==> src/rtl/byte_arb_pkg.sv <==
// rtl/byte_arb_pkg.sv - shared constants and state encoding for the byte lane arbiter
package byte_arb_pkg;

    localparam int NUM_LANES      = 4;
    localparam int LANE_W         = 2;
    localparam int DATA_W         = 8;
    localparam int BYTES_PER_WORD = 4;
    localparam int TIMEOUT        = 8;
    localparam int BC_W           = $clog2(BYTES_PER_WORD);
    localparam int ST_W           = $clog2(TIMEOUT);

    localparam logic [DATA_W-1:0] PAD_BYTE    = 8'h00;
    localparam logic [BC_W-1:0]   LAST_BYTE   = BC_W'(BYTES_PER_WORD - 1);
    localparam logic [ST_W-1:0]   STALL_LIMIT = ST_W'(TIMEOUT - 1);

    typedef enum logic [1:0] {
        IDLE  = 2'd0,
        BURST = 2'd1,
        PAD   = 2'd2
    } state_t;

    function automatic logic [NUM_LANES-1:0] lane_onehot(input logic [LANE_W-1:0] lane);
        lane_onehot       = '0;
        lane_onehot[lane] = 1'b1;
    endfunction

endpackage

==> src/rtl/rr_picker.sv <==
// rtl/rr_picker.sv - round-robin request picker starting the scan at rr_ptr
module rr_picker
    import byte_arb_pkg::*;
(
    input  logic [NUM_LANES-1:0] req,
    input  logic [LANE_W-1:0]    rr_ptr,
    output logic                 found,
    output logic [LANE_W-1:0]    lane
);

    logic [LANE_W-1:0] idx;

    // Scan from the farthest offset down so the lane nearest rr_ptr wins last.
    always_comb begin
        found = 1'b0;
        lane  = rr_ptr;
        idx   = '0;
        for (int i = NUM_LANES - 1; i >= 0; i--) begin
            idx = rr_ptr + LANE_W'(i);
            if (req[idx]) begin
                found = 1'b1;
                lane  = idx;
            end
        end
    end

endmodule

==> src/rtl/byte_lane_arbiter.sv <==
// rtl/byte_lane_arbiter.sv - grants one lane per 4-byte word to a shared 8-to-32 packer
module byte_lane_arbiter
    import byte_arb_pkg::*;
(
    input  logic                        clk,
    input  logic                        reset,
    input  logic [NUM_LANES-1:0]        req,
    input  logic [NUM_LANES*DATA_W-1:0] data_in,
    output logic [NUM_LANES-1:0]        ack,
    output logic                        valid_out,
    output logic [DATA_W-1:0]           data_out,
    output logic [LANE_W-1:0]           lane_out,
    output logic                        sof,
    output logic                        eow,
    output logic                        pad
);

    state_t            state, state_nxt;
    logic [LANE_W-1:0] rr_ptr;
    logic [LANE_W-1:0] owner;
    logic [BC_W-1:0]   byte_cnt;
    logic [ST_W-1:0]   stall_cnt;

    logic              pick_found;
    logic [LANE_W-1:0] pick_lane;

    logic              take;
    logic [DATA_W-1:0] take_byte;
    logic [LANE_W-1:0] take_lane;
    logic              take_sof;
    logic              take_eow;
    logic              take_pad;

    rr_picker u_rr_picker (
        .req    (req),
        .rr_ptr (rr_ptr),
        .found  (pick_found),
        .lane   (pick_lane)
    );

    always_ff @(posedge clk or posedge reset) begin
        if (reset) begin
            state <= IDLE;
        end else begin
            state <= state_nxt;
        end
    end

    always_comb begin
        state_nxt = state;
        case (state)
            IDLE: begin
                if (pick_found) state_nxt = BURST;
            end
            BURST: begin
                if (req[owner]) begin
                    if (byte_cnt == LAST_BYTE) state_nxt = IDLE;
                end else if (stall_cnt == STALL_LIMIT) begin
                    state_nxt = PAD;
                end
            end
            PAD: begin
                if (byte_cnt == LAST_BYTE) state_nxt = IDLE;
            end
            default: state_nxt = IDLE;
        endcase
    end

    // Reset gates the IDLE grant so ack drops together with the async clear.
    always_comb begin
        ack       = '0;
        take      = 1'b0;
        take_byte = PAD_BYTE;
        take_lane = '0;
        take_sof  = 1'b0;
        take_eow  = 1'b0;
        take_pad  = 1'b0;
        case (state)
            IDLE: begin
                if (pick_found && !reset) begin
                    ack       = lane_onehot(pick_lane);
                    take      = 1'b1;
                    take_byte = data_in[int'(pick_lane)*DATA_W +: DATA_W];
                    take_lane = pick_lane;
                    take_sof  = 1'b1;
                end
            end
            BURST: begin
                if (req[owner]) begin
                    ack       = lane_onehot(owner);
                    take      = 1'b1;
                    take_byte = data_in[int'(owner)*DATA_W +: DATA_W];
                    take_lane = owner;
                    take_eow  = (byte_cnt == LAST_BYTE);
                end
            end
            PAD: begin
                take      = 1'b1;
                take_lane = owner;
                take_pad  = 1'b1;
                take_eow  = (byte_cnt == LAST_BYTE);
            end
            default: ;
        endcase
    end

    always_ff @(posedge clk or posedge reset) begin
        if (reset) begin
            rr_ptr    <= '0;
            owner     <= '0;
            byte_cnt  <= '0;
            stall_cnt <= '0;
            valid_out <= 1'b0;
            data_out  <= '0;
            lane_out  <= '0;
            sof       <= 1'b0;
            eow       <= 1'b0;
            pad       <= 1'b0;
        end else begin
            valid_out <= take;
            data_out  <= take_byte;
            lane_out  <= take_lane;
            sof       <= take_sof;
            eow       <= take_eow;
            pad       <= take_pad;
            case (state)
                IDLE: begin
                    if (pick_found) begin
                        owner     <= pick_lane;
                        byte_cnt  <= BC_W'(1);
                        stall_cnt <= '0;
                    end
                end
                BURST: begin
                    if (req[owner]) begin
                        byte_cnt  <= byte_cnt + 1'b1;
                        stall_cnt <= '0;
                        if (byte_cnt == LAST_BYTE) rr_ptr <= owner + 1'b1;
                    end else begin
                        stall_cnt <= stall_cnt + 1'b1;
                    end
                end
                PAD: begin
                    byte_cnt <= byte_cnt + 1'b1;
                    if (byte_cnt == LAST_BYTE) rr_ptr <= owner + 1'b1;
                end
                default: ;
            endcase
        end
    end

endmodule

==> config.mk <==
export PLATFORM = sky130hd
export DESIGN_NAME = byte_lane_arbiter
export DESIGN_NICKNAME = d
export VERILOG_FILES = /design/src/rtl/byte_arb_pkg.sv /design/src/rtl/rr_picker.sv /design/src/rtl/byte_lane_arbiter.sv
export SDC_FILE = /design/constraint.sdc
export NUM_CORES = 1
export LEC_CHECK = 0
export BUFFER_PORTS_ARGS = -buffer_cell sky130_fd_sc_hd__buf_4
export CORE_ASPECT_RATIO = 1.2
export CORE_UTILIZATION = 45
export DETAILED_ROUTE_END_ITERATION = 6
export MAX_ROUTING_LAYER = met4
export PLACE_DENSITY_LB_ADDON = 0.12
export RECOVER_POWER = 50
export SKIP_CTS_REPAIR_TIMING = 1
export SLEW_MARGIN = 20
export SYNTH_ARGS = -nofsm -noshare
export SYNTH_HDL_FRONTEND = slang
export SYNTH_SLANG_ARGS = --single-unit
==> constraint.sdc <==
create_clock -name clk -period 3 [get_ports clk]
set_input_delay 0.45 -clock clk [delete_from_list [all_inputs] [get_ports clk]]
set_output_delay 0.45 -clock clk [all_outputs]
set_load 0.005 [all_outputs]
# [Yosys cells after proc, flatten, opt, wreduce, memory -nomap -nowiden]
# Cells that the tools add are included.
[op_classes] add_sub_neg=6 order_cmp=8 n_eq_ne=7 n_shift=2 muxes=51 n_reduce_logical=13
[op_table] operator="32-bit by 6-bit variable part select with 8-bit output" n=2
[op_table] operator="2-bit two-way mux" n=13
[op_table] operator="2-bit by 3-bit less-than comparator with 1-bit output (second input constant)" n=6
[op_table] operator="2-bit one-hot mux with 3 select lines" n=3
[op_table] operator="1-bit two-way mux" n=16
[op_table] operator="8-bit two-way mux" n=2
[op_table] operator="8-bit one-hot mux with 2 select lines" n=1
[op_table] operator="1-bit binary-select mux with 2-bit select" n=5
[op_table] operator="4-bit two-way mux" n=2
[op_table] operator="4-bit one-hot mux with 2 select lines" n=1
[op_table] operator="2-bit AND reduction" n=4
[op_table] operator="2-bit by 1-bit adder with 2-bit output (second input constant)" n=3
[op_table] operator="3-bit two-way mux" n=2
[op_table] operator="3-bit one-hot mux with 2 select lines" n=1
[op_table] operator="2-bit adder (second input constant)" n=2
[op_table] operator="1-bit demux with 2-bit select" n=2
[op_table] operator="2-bit == test (second input constant)" n=2
[op_table] operator="2-bit by 1-bit >= comparator with 1-bit output (second input constant)" n=2
[op_table] operator="2-bit != test (second input constant)" n=2
[op_table] operator="2-bit one-hot mux with 2 select lines" n=1
[op_table] operator="2-bit nonzero test" n=2
[op_table] operator="3-bit by 1-bit adder with 3-bit output (second input constant)" n=1
[op_table] operator="3-bit == test (second input constant)" n=1
[op_table] operator="1-bit logical AND" n=3
[op_table] operator="8 further kinds" n=8
[totals] register_bits=25 input_bits=38 output_inout_bits=18 elab_cells=98

# [Longest topological paths before layout]
[depth] ltp_word=13 mapped_depth=7 ltp_nobuf=6

# [Hierarchy]
# A second synthesis with hierarchy kept.
[unflattened] hier_cells=150 hier_area_um2=1773.0
[modules_own_cells] mod="byte_lane_arbiter" n_inst=1 cells_per_inst=134 area_each_um2=1672.9 seq_area_each_um2=625.6
[modules_own_cells] mod="rr_picker" n_inst=1 cells_per_inst=16 area_each_um2=100.1 seq_area_each_um2=0.0

# [Least setup slack after synthesis]
# No wires, ideal clock.
[synth_path] path_kind="register to output" from="reg owner[0]" to="out ack[0]" arrival_ps=1608 required_time_ps=2550 slack_ps=942 stages_incl_launch_ff=8 path_buffers=3 cell_sequence="dfrtp_1 buf_6 mux4_2 and2_4 buf_6 buf_2 nand2_1 o21ai_0"
[synth_between] elab_chain_cells=6 word_cells_on_any_way=9 cone_classes="2 x order compare; 6 x mux; 1 x reduce/logical"
[synth_rtl] item="start: declaration" line_no="byte_lane_arbiter.sv:20" rtl="logic [LANE_W-1:0] owner;"
[synth_rtl] item="start signal: assignment" line_no="byte_lane_arbiter.sv:129" rtl="owner <= pick_lane;"
[synth_rtl] item="2-bit by 3-bit less-than comparator with 1-bit output (implied by the code) or 2-bit by 1-bit >= comparator with 1-bit output (tied branches)" line_no="byte_arb_pkg.sv:24" rtl="lane_onehot[lane] = 1'b1;"
[synth_rtl] item="1-bit logical AND (implied by the code)" line_no="byte_arb_pkg.sv:24"
[synth_rtl] item="1-bit two-way mux (implied by the code)" line_no="byte_arb_pkg.sv:24"
[synth_rtl] item="1-bit demux with 2-bit select" line_no="byte_arb_pkg.sv:24"
[synth_rtl] item="4-bit two-way mux *" line_no="byte_lane_arbiter.sv:89" rtl="if (req[owner]) begin"
[synth_rtl] item="4-bit one-hot mux with 2 select lines *" line_no="byte_lane_arbiter.sv:78" rtl="case (state)"
[synth_rtl] item="end: declaration" line_no="byte_lane_arbiter.sv:9" rtl="output logic [NUM_LANES-1:0] ack,"
# Mark *: on every way between the ends. The rest lies on a longest branch, timed or not. The select of a mux whose other input is x is not followed.

# [Final worst setup path]
[layout_path] from="reg state[1]" to="out ack[0]"
[layout_between] elab_chain_cells=2 word_cells_on_any_way=3 cone_classes="1 x eq/ne; 1 x mux; 1 x reduce/logical"
[layout_rtl] item="start: declaration" line_no="byte_lane_arbiter.sv:18" rtl="state_t state, state_nxt;"
[layout_rtl] item="start signal: assignment" line_no="byte_lane_arbiter.sv:45" rtl="state <= state_nxt;"
[layout_rtl] item="2-bit by 1-bit == test with 1-bit output or 2-bit zero test (tied branches)" line_no="byte_lane_arbiter.sv:78"
[layout_rtl] item="4-bit one-hot mux with 2 select lines *" line_no="byte_lane_arbiter.sv:78"
# Mark *: on every way between the ends. The rest lies on a longest branch, timed or not.

==> qor.csv <==
metric;value;unit
First-pass DRT Iterations;5;
Final setup viols;0;
worst vdd ir;0.000386;V
IO Pins;56;
CTS buffer count;3;
Initial Utilization;0.475;
area delta synth->final;28.3;%
Placed Cells;265;
power density cells;777;mW/mm2
GRT Residual Overflow;0;
final wirelength;4.20;mm
CP Data Required Time;2550;ps
port bufs;55;
CP delay by family, top;simple AND/OR/NAND/NOR gates;
initial DRC count;56;
CTS tree;yes;
Post-Syn Area;0.00174;mm2
CP endpoint kind;primary output;
M3 GR Usage;0.0241;
#FFs+latches synth;25;
Reg-to-Reg End;rr_ptr[1];
RSZ-0062 raised after global routing;no;
Slew Viols, Final;0;
main flop type after synthesis;dfrtp_1;
vias;1486;
final hold slack;400;ps
Ant. Diodes;0;
global-route usage over all layers;0.224;
Final Power;1730;uW
worst path bufs/invs;2;
Die Ht;70.1;um
CTS Root Cell;clkbuf_8;
register area share after synthesis;0.360;
Fin Clk Skew;4.96;ps
ys async rst share;1.00;
syn_area_per_cell;10.6;um2
initial antenna violation count;0;
first-pass GRT wire length;6.90;mm
Finished Layout Cells;269;
Worst Tran Pin Value;945;ps
CTS max path bufs;2;
Clock Sink Count;25;
outcome;finished clean;
leak pwr;0.00109;uW
clock-pin slew on the worst setup and hold paths;90;ps
xor/xnor cell area share of the yosys netlist;0;
area fraction in compound gates after synthesis;0.155;
final antenna-violating net count;0;
Max-cap violations;0;
worst min path class;in2async;
Post-route DRC;0;
die width;58.8;um
Post-synth EDFFs;0;
Distinct cells, synth;33;
FF-to-FF path depth;4;
vias in the first global route;1562;
share of cells above drive strength 1;0.355;
final net count;267;
Critical Path AT;2130;ps
clk_lat worst skew;270;ps
pin count of the biggest net entering global routing;26;
Tcrit/Tclk final;0.861;
Post-Synth Simple-Gate Area;0.108;
detailed placer's ending HPWL;3.20;mm
gr busiest metal;met2;
Util after Layout;0.609;
drt via density;5.52;
critical path launch point type;register;
Rows;24;
Synth Instances;164;
CP cell instances;inv_1, ha_1, o41ai_1, nor2_1, nand2b_1, o21ai_0, buf_4;
CP Class;reg2out;
largest family of logic cells by synthesized area;multiplexers;
FMAX;387;MHz
Hold Vio Cnt, Final;0;
Adder-Cell Fraction of Synth Area;0.0791;
RD Place Congestion;0.939;
Core Box Area;0.00366;mm2
setup_tns;0;ps
Setup crit start;state[1];
max_slew headroom;0.369;
Slowest-stage cell, CP;dfrtp_1;
R2R Setup Slk;950;ps
DR WL/cell;15.6;um
H-Tree Depth;1;
min Tclk post-route;2580;ps
DIE AREA;0.00412;mm2
Largest stage delay, worst path;440;ps
met2 Resource Use GR;0.388;
RR Startpoint;owner[1];
mux contribution to synthesized area;0.248;
warnings from Yosys;0;
grt met1 use;0.266;
CP Max Fanout;10;
Syn Nets;213;
## cells in the mapped netlist, types with 3 or more instances
cell / instances / share of area
a21oi_1: 4 / 0.012
buf_2: 6 / 0.017
dfrtp_1: 25 / 0.36
ha_1: 11 / 0.079
inv_1: 8 / 0.017
mux2_2: 3 / 0.019
mux2i_1: 18 / 0.10
mux4_2: 8 / 0.10
nand2_1: 23 / 0.050
nor2_1: 7 / 0.015
nor2b_1: 5 / 0.018
o21ai_0: 15 / 0.043
o221ai_1: 8 / 0.040
## cells in the final DEF (no fill, tap or decap), types with 2 or more instances in the layout
| cell | n |
|---|---|
| a21oi_1 | 4 |
| a22o_1 | 2 |
| buf_4 | 49 |
| clkbuf_4 | 9 |
| clkbuf_8 | 3 |
| dfrtp_1 | 25 |
| ha_1 | 11 |
| inv_1 | 8 |
| mux2_2 | 3 |
| mux2i_1 | 18 |
| mux4_2 | 8 |
| nand2_1 | 23 |
| nor2_1 | 7 |
| nor2b_1 | 5 |
| o211a_1 | 2 |
| o21ai_0 | 15 |
| o221ai_1 | 8 |
## through the flow
stage	cell area, um2	setup slack [ps]
6_report	2230	416
5_1_grt	2230	148
4_1_cts	2230	380
3_5_place_dp	2180	458
3_3_place_gp	2180	523
2_1_floorplan	1740	942
## registers in the layout (all words and copies together), names as in the netlist
| register | count |
|---|---|
| byte_cnt | 2 |
| data_out | 8 |
| eow | 1 |
| lane_out | 2 |
| owner | 2 |
| pad | 1 |
| rr_ptr | 2 |
| sof | 1 |
| stall_cnt | 3 |
| state | 2 |
| valid_out | 1 |
## cells by family after synthesis
group | after synthesis
simple gates | 42
compound gates | 38
mux | 31
flops | 25
buf+inv | 17
fa+ha+maj | 11
## worst max path at each step
stage	end	slack, ps	cells after the start
2_1_floorplan	ack[0]	940	7
6_report	ack[0]	420	7
3_5_place_dp	ack[0]	460	6
5_1_grt	ack[0]	150	7
3_3_place_gp	ack[0]	520	6
4_1_cts	ack[0]	380	7
## final cells by class
cell class / count / area (um2)
Multi-Input combinational cell: 122 / 1030
Clock inverter: 1 / 7.51
Fill cell: 326 / 1430
Sequential cell: 25 / 626
Clock buffer: 3 / 41.3
Timing Repair Buffer: 58 / 435
Inverter: 8 / 30.0
Tap cell: 52 / 65.1
## where the power goes
part	leakage (uW)	switching [uW]	internal [uW]
Clock	0.0000217	109	94.0
Combinational	0.000747	475	502
Sequential	0.000323	93.9	459
## metal layers
layer | wire length (um) | up-vias | share of wire
met4 | 33 | 0 | 0.0079
li1 | - | 711 | -
met1 | 1750 | 736 | 0.42
met3 | 187 | 4 | 0.044
met2 | 2230 | 35 | 0.53
met5 | 0 | - | 0
Power figures use the tool's default switching activity.
